[src/rtl/conv_row_feeder_pkg.sv]
// Shared definitions for the conv row feeder: controller state encoding and
// helpers for packing padded rows and rotating the three line-slot pointers.
package conv_row_feeder_pkg;

   localparam int DATA_WIDTH_DEF = 8;

   typedef enum logic [1:0] {
      ST_IDLE  = 2'd0,
      ST_START = 2'd1,
      ST_BUSY  = 2'd2
   } state_t;

   // Low bit of padded-row element j.
   function automatic int elem_lo(input int j, input int dw);
      return j * dw;
   endfunction

   function automatic logic [1:0] slot_inc(input logic [1:0] p);
      return (p == 2'd2) ? 2'd0 : p + 2'd1;
   endfunction

endpackage

[src/rtl/conv_row_feeder_if.sv]
// Pixel-stream and conv-row signals between the image source, the feeder
// and the convolution layer.
interface conv_row_feeder_if
   import conv_row_feeder_pkg::*;
#(
   parameter int DATA_WIDTH = DATA_WIDTH_DEF,
   parameter int H          = 6,
   parameter int W          = 6
);
   logic                          in_valid;
   logic [DATA_WIDTH-1:0]         in_data;
   logic                          in_ready;
   logic [0:(W+2)*DATA_WIDTH-1]   image0;
   logic [0:(W+2)*DATA_WIDTH-1]   image1;
   logic [0:(W+2)*DATA_WIDTH-1]   image2;
   logic                          image_start;
   logic                          conv_done;
   logic [$clog2(H)-1:0]          row_idx;
   logic                          frame_done;

   modport slave (
      input  in_valid, in_data, conv_done,
      output in_ready, image0, image1, image2, image_start, row_idx, frame_done
   );

   modport master (
      output in_valid, in_data, conv_done,
      input  in_ready, image0, image1, image2, image_start, row_idx, frame_done
   );
endinterface

[src/rtl/conv_line_slot.sv]
// One buffered image row: column-addressed write port, whole-row read port.
module conv_line_slot
   import conv_row_feeder_pkg::*;
#(
   parameter  int DATA_WIDTH = DATA_WIDTH_DEF,
   parameter  int W          = 6,
   localparam int CW         = (W > 1) ? $clog2(W) : 1
) (
   input  logic                    clk,
   input  logic                    reset,
   input  logic                    we_i,
   input  logic [CW-1:0]           col_i,
   input  logic [DATA_WIDTH-1:0]   data_i,
   output logic [W*DATA_WIDTH-1:0] row_o
);
   logic [W*DATA_WIDTH-1:0] row_q;

   always_ff @(posedge clk or posedge reset) begin
      if (reset) begin
         row_q <= '0;
      end else begin
         for (int c = 0; c < W; c++) begin
            if (we_i && col_i == CW'(c)) row_q[c*DATA_WIDTH +: DATA_WIDTH] <= data_i;
         end
      end
   end

   assign row_o = row_q;
endmodule

[src/rtl/conv_row_feeder.sv]
// Buffers a raster pixel stream in three rotating line slots and issues
// zero-padded top/mid/bottom rows to the conv layer, one output row at a time.
//
//   state    | meaning
//   ---------+--------------------------------------------------------------
//   ST_IDLE  | waiting until the rows needed for output row S are buffered
//   ST_START | image0..2 freshly loaded, image_start asserted this cycle
//   ST_BUSY  | conv layer working on the held rows, waiting for conv_done
module conv_row_feeder
   import conv_row_feeder_pkg::*;
#(
   parameter int DATA_WIDTH = DATA_WIDTH_DEF,
   parameter int H          = 6,
   parameter int W          = 6
) (
   input logic              clk,
   input logic              reset,
   conv_row_feeder_if.slave bus
);
   localparam int RW  = $clog2(H + 1) + 1;
   localparam int RIW = $clog2(H);
   localparam int CW  = (W > 1) ? $clog2(W) : 1;
   localparam int RB  = (W + 2) * DATA_WIDTH;
   localparam int SB  = W * DATA_WIDTH;

   localparam logic [RW-1:0]  H_R      = RW'(H);
   localparam logic [CW-1:0]  LAST_COL = CW'(W - 1);
   localparam logic [RIW-1:0] LAST_ROW = RIW'(H - 1);

   state_t           state_q;
   logic [RW-1:0]    rows_in_q, s_q, need;
   logic [CW-1:0]    col_q;
   logic [1:0]       wptr_q, rptr_q;
   logic [RIW-1:0]   row_idx_q;
   logic             image_start_q, frame_done_q;
   logic [0:RB-1]    image0_q, image1_q, image2_q;
   logic [SB-1:0]    slot_row [3];
   logic [0:RB-1]    pad_row  [3];
   logic             in_ready, accept, start_go, frame_clear;

   always_comb begin
      in_ready    = !reset && (rows_in_q < H_R) && (rows_in_q <= s_q + RW'(1));
      accept      = bus.in_valid && in_ready;
      need        = (s_q + RW'(2) < H_R) ? s_q + RW'(2) : H_R;
      start_go    = (s_q < H_R) && (rows_in_q >= need);
      frame_clear = (state_q == ST_BUSY) && bus.conv_done && (row_idx_q == LAST_ROW);
   end

   for (genvar g = 0; g < 3; g++) begin : g_slot
      conv_line_slot #(.DATA_WIDTH(DATA_WIDTH), .W(W)) u_slot (
         .clk    (clk),
         .reset  (reset),
         .we_i   (accept && (wptr_q == 2'(g))),
         .col_i  (col_q),
         .data_i (bus.in_data),
         .row_o  (slot_row[g])
      );
   end

   // Border elements 0 and W+1 stay zero.
   always_comb begin
      for (int i = 0; i < 3; i++) begin
         pad_row[i] = '0;
         for (int c = 0; c < W; c++) begin
            pad_row[i][elem_lo(c + 1, DATA_WIDTH) +: DATA_WIDTH] =
               slot_row[i][c*DATA_WIDTH +: DATA_WIDTH];
         end
      end
   end

   always_ff @(posedge clk or posedge reset) begin
      if (reset) begin
         rows_in_q <= '0;
         col_q     <= '0;
         wptr_q    <= 2'd0;
      end else if (frame_clear) begin
         rows_in_q <= '0;
         col_q     <= '0;
         wptr_q    <= 2'd0;
      end else if (accept) begin
         if (col_q == LAST_COL) begin
            col_q     <= '0;
            rows_in_q <= rows_in_q + RW'(1);
            wptr_q    <= slot_inc(wptr_q);
         end else begin
            col_q <= col_q + CW'(1);
         end
      end
   end

   always_ff @(posedge clk or posedge reset) begin
      if (reset) begin
         state_q       <= ST_IDLE;
         s_q           <= '0;
         rptr_q        <= 2'd0;
         row_idx_q     <= '0;
         image_start_q <= 1'b0;
         frame_done_q  <= 1'b0;
         image0_q      <= '0;
         image1_q      <= '0;
         image2_q      <= '0;
      end else begin
         image_start_q <= 1'b0;
         frame_done_q  <= 1'b0;
         case (state_q)
            ST_IDLE: begin
               if (start_go) begin
                  state_q       <= ST_START;
                  image_start_q <= 1'b1;
                  // rptr_q is the slot of row S; S-1 and S+1 sit one step either side.
                  image0_q  <= (s_q == '0) ? '0 : pad_row[slot_inc(slot_inc(rptr_q))];
                  image1_q  <= pad_row[rptr_q];
                  image2_q  <= (s_q + RW'(1) < H_R) ? pad_row[slot_inc(rptr_q)] : '0;
                  row_idx_q <= s_q[RIW-1:0];
                  s_q       <= s_q + RW'(1);
                  rptr_q    <= slot_inc(rptr_q);
               end
            end
            ST_START: state_q <= ST_BUSY;
            ST_BUSY: begin
               if (bus.conv_done) begin
                  state_q <= ST_IDLE;
                  if (frame_clear) begin
                     frame_done_q <= 1'b1;
                     s_q          <= '0;
                     rptr_q       <= 2'd0;
                  end
               end
            end
            default: state_q <= ST_IDLE;
         endcase
      end
   end

   assign bus.in_ready    = in_ready;
   assign bus.image0      = image0_q;
   assign bus.image1      = image1_q;
   assign bus.image2      = image2_q;
   assign bus.image_start = image_start_q;
   assign bus.row_idx     = row_idx_q;
   assign bus.frame_done  = frame_done_q;
endmodule

[src/flat_wrapper.sv]
// flat-port wrapper written by rule: the top's interface ports become plain ports
module conv_row_feeder_flat import conv_row_feeder_pkg::*;
#(
   parameter int DATA_WIDTH = DATA_WIDTH_DEF,
   parameter int H          = 6,
   parameter int W          = 6
)
  (clk, reset, bus_in_valid, bus_in_data, bus_conv_done, bus_in_ready, bus_image0, bus_image1, bus_image2, bus_image_start, bus_row_idx, bus_frame_done);
  conv_row_feeder_if #(.DATA_WIDTH(DATA_WIDTH), .H(H), .W(W)) bus_i ();
  input logic clk;
  input logic reset;
  input wire logic [$bits(bus_i.in_valid)-1:0] bus_in_valid;
  input wire logic [$bits(bus_i.in_data)-1:0] bus_in_data;
  input wire logic [$bits(bus_i.conv_done)-1:0] bus_conv_done;
  output wire logic [$bits(bus_i.in_ready)-1:0] bus_in_ready;
  output wire logic [$bits(bus_i.image0)-1:0] bus_image0;
  output wire logic [$bits(bus_i.image1)-1:0] bus_image1;
  output wire logic [$bits(bus_i.image2)-1:0] bus_image2;
  output wire logic [$bits(bus_i.image_start)-1:0] bus_image_start;
  output wire logic [$bits(bus_i.row_idx)-1:0] bus_row_idx;
  output wire logic [$bits(bus_i.frame_done)-1:0] bus_frame_done;
  assign bus_i.in_valid = bus_in_valid;
  assign bus_i.in_data = bus_in_data;
  assign bus_i.conv_done = bus_conv_done;
  assign bus_in_ready = bus_i.in_ready;
  assign bus_image0 = bus_i.image0;
  assign bus_image1 = bus_i.image1;
  assign bus_image2 = bus_i.image2;
  assign bus_image_start = bus_i.image_start;
  assign bus_row_idx = bus_i.row_idx;
  assign bus_frame_done = bus_i.frame_done;
  conv_row_feeder #(.DATA_WIDTH(DATA_WIDTH), .H(H), .W(W)) u_core (.clk(clk), .reset(reset), .bus(bus_i));
endmodule
[config.mk]
export PLATFORM = sky130hd
export DESIGN_NAME = conv_row_feeder_flat
export DESIGN_NICKNAME = d
export VERILOG_FILES = /design/src/rtl/conv_row_feeder_pkg.sv /design/src/rtl/conv_row_feeder_if.sv /design/src/rtl/conv_line_slot.sv /design/src/rtl/conv_row_feeder.sv /design/src/flat_wrapper.sv
export SDC_FILE = /design/constraint.sdc
export NUM_CORES = 1
export LEC_CHECK = 0
export CELL_PAD_IN_SITES_DETAIL_PLACEMENT = 1
export CELL_PAD_IN_SITES_GLOBAL_PLACEMENT = 1
export CORE_MARGIN = 4
export CORE_UTILIZATION = 50
export CTS_CLUSTER_DIAMETER = 80
export DETAILED_ROUTE_END_ITERATION = 7
export DONT_BUFFER_PORTS = 1
export HOLD_SLACK_MARGIN = 0.02
export PLACE_DENSITY = 0.86
export SLEW_MARGIN = 30
export SYNTH_ARGS = -nofsm -noshare
export SYNTH_HDL_FRONTEND = slang
export SYNTH_SLANG_ARGS = --single-unit
[constraint.sdc]
create_clock -name clk -period 13.5 [get_ports clk]
set_input_delay 2.7 -clock clk [delete_from_list [all_inputs] [get_ports clk]]
set_output_delay 2.7 -clock clk [all_outputs]
set_load 0.01 [all_outputs]
==> impl_metrics.toml <==
[run_status]
status = "complete, no violations"

[yosys]
synth_compound_area_share_pct = 5.705
syn_avg_cell_area_um2 = 11.77
ys.flop_type = "dfrtp_1"
synthTopCellsByCount = "dfrtp_1, nor2_1, mux2_2, mux2i_1, a21oi_1"
ys_ff_latch = 310
synth_top_area_share_pct = 47.16
seq_area_frac_synth_pct = 47.16
synthSimpleGateAreaFrac_pct = 9.052
synth_top_area_cell = "dfrtp_1"
synth.most_common_cell = "dfrtp_1"
synth_top_family_by_area = "multiplexers"
synth.mux.area_fraction_pct = 30.81
synth-edff-count = 0
synthTopCellsByArea = "dfrtp_1, mux2_2, mux2i_1, mux2_4, nor2_1"
synthDistinctLibCells = 51
async_reset_ff_share_pct = 100.0
ys_warn_count = 0
post_synth_instance_area_um2 = 16450
synth_xor_area_share_pct = 0.1597
synthCells = 1398
synth_adder_area_share_pct = 0.9889

[placement]
dpl.hpwl_mm = 25.48
placed_area_um2 = 16360
routabilityCongestion = 0.7669
port_buffers = 0
dp.cells = 1758

[route]
num_vias = 10320
wirelength_mm = 40.51
avgRoutedWirePerCell_um = 22.29
avgViaCountPerCell = 5.680
drc = 0
ant_nets = 0
dr.pass1.iters = 4
drtIter0Drc = 388

[cts]
cts-hold-fix-buffers = 0
cts-resized-gates = 0
cts_tree = "yes"
clockBufferDepth = 3
path_clk_slew_ns = 0.06
cts_setup_buffers = 0
root_buffer = "clkbuf_16"
clock-sinks = 310
worstSkewPairLatency_ns = 0.50
numCtsBuffers = 36
cts-htree-levels = 2

[sta]
period_needed_ns = 5.844
finalCritPeriodShare_pct = 43.29
worst_slew_margin_rel_pct = 37.72
tns_ns = 0
skew_ns = 0.01112
tightest_slew_ns = 0.9342
fmaxAchievable_mhz = 171.1
finalSetupViolations = 0
rsz0062_at_grt = "false"
finalHoldViolCount = 0
drv_slew = 0

[finish]
fin_util_pct = 53.99
fin_area_um2 = 17520
fin_cells = 1817
nets = 1380
drive_gt1_share_pct = 27.64
fill_cells = 3315
diodes = 0
areaGrowthSynthToFinish_pct = 6.519

[floorplanning]
coreArea_um2 = 32450
die_area_um2 = 35860
io-pin-count = 210
start_util_pct = 50.68
row_count = 66
die_h_um = 189.4
die_w_um = 189.4

[power]
finalPower_mw = 3.876
p_leak_nw = 8.285
power.density_nw_per_um2 = 221.2
peakVddDrop_mv = 0.1255

[critical_path]
cp_slowest_cell = "a211oi_2"
crit_type = "in -> out"
max_stage_delay_ns = 0.23
rrSetupSlack_ns = 9.33
cp-start-kind = "input port"
end_kind = "output pin"
cp_top_family = "compound AO/OA/AOI/OAI gates"
arrival_ns = 3.14
critPathRequiredTime_ns = 10.80
cp_max_fo = 3
path_buf_inv = 0
cp_cell_sequence = "a211oi_2 > o21a_1"

[global_route]
grt_max_degree = 131
grt_pass1_wl_mm = 64.79
overflow = 0
grt_antenna_before_repair = 0
grt_pass1_vias = 11070
gr-usage-all-layers_pct = 22.32

[hold_path]
hp-class = "reg -> reg"

[job]
maxCapViolations = 0
cell usage in the layout (no fill, tap or decap), types with 6 or more instances in the layout:
cell type  instances
a21oi_1          106
ha_1              13
o21ai_0           56
clkbuf_1           8
nand3_1            6
mux2_4            90
inv_1              8
clkbuf_16         37
nand3b_1           6
mux2_1             7
conb_1            49
nor2b_1            6
mux2i_1          144
nor2_1           196
nand3_4           13
buf_4             10
mux2_2           195
nand2_1           49
dfrtp_1          308
and3_1             6
registers in the layout (all words and copies together) (netlist names):
name,count
u_core.col_q,3
u_core.g_slot.u_slot.row_o,144
u_core.bus.image2,48
u_core.s_q,4
u_core.bus.image_start,1
u_core.wptr_q,2
u_core.bus.frame_done,1
u_core.bus.image1,48
u_core.state_q,2
u_core.rptr_q,2
u_core.rows_in_q,4
u_core.bus.row_idx,3
u_core.bus.image0,48
layer usage:
layer | part of all wire (%) | wire [um] | vias up | global-route usage (%)
met2 | 50 | 20340 | 211 | 38.50
met5 | 0 | 0 | - | 0
met4 | 2.0 | 823 | 0 | 4.953
li1 | - | - | 4687 | -
met1 | 42 | 17090 | 5365 | 29.03
met3 | 5.6 | 2255 | 58 | 4.886
cells by family (layout without fill, tap and decap cells):
logic type | count (synthesis) | in the layout
and+or+nand+nor | 306 | 306
AOI/OAI and AO/OA | 176 | 176
xor gates and xnor gates | 3 | 3
DFF | 310 | 310
buffers and inverters | 152 | 82
other | 2 | 49
muxes | 436 | 436
adders and majority gates | 13 | 13
final cells by class:
| type | count | area [um2] | area share, % |
|---|---|---|---|
| timing repair buffer | 13 | 125.1 | 0.7141 |
| clock inverter | 8 | 92.59 | 0.5285 |
| tap | 442 | 553.0 | 3.156 |
| multi-input combinational | 983 | 7894 | 45.05 |
| clock buffer | 50 | 1025 | 5.849 |
| inverter | 11 | 66.31 | 0.3785 |
| sequential | 310 | 7765 | 44.32 |
metrics by stage:
step                setup WS [ns]  hold WS [ns]
detailed placement          7.641        0.5445
finish                      7.656        0.5531
global route                7.596        0.5804
floorplan                   2.227        0.5087
global placement            7.667        0.5238
CTS                         7.644        0.5525
final timing paths:
check / startpoint / end / cells past startpoint
min: u_core.g_slot[0].u_slot.row_o[30]$_DFFE_PP0P_ / u_core.g_slot[0].u_slot.row_o[30]$_DFFE_PP0P_ / 1
max in group asynchronous: reset / u_core.rptr_q[1]$_DFFE_PP0P_ / 2
min reg2reg: u_core.g_slot[0].u_slot.row_o[30]$_DFFE_PP0P_ / u_core.g_slot[0].u_slot.row_o[30]$_DFFE_PP0P_ / 1
max reg2reg: u_core.s_q[2]$_DFFE_PP0P_ / u_core.bus.image2[42]$_DFFE_PP0P_ / 12
min in group asynchronous: reset / u_core.bus.frame_done$_DFF_PP0_ / 1
max: reset / bus_in_ready / 2
power by group:
group | switching (mW) | internal, mW
sequential | 0.415 | 1.24
combinational | 0.670 | 0.620
clock | 0.368 | 0.564
(Power assumes the default switching activity.)
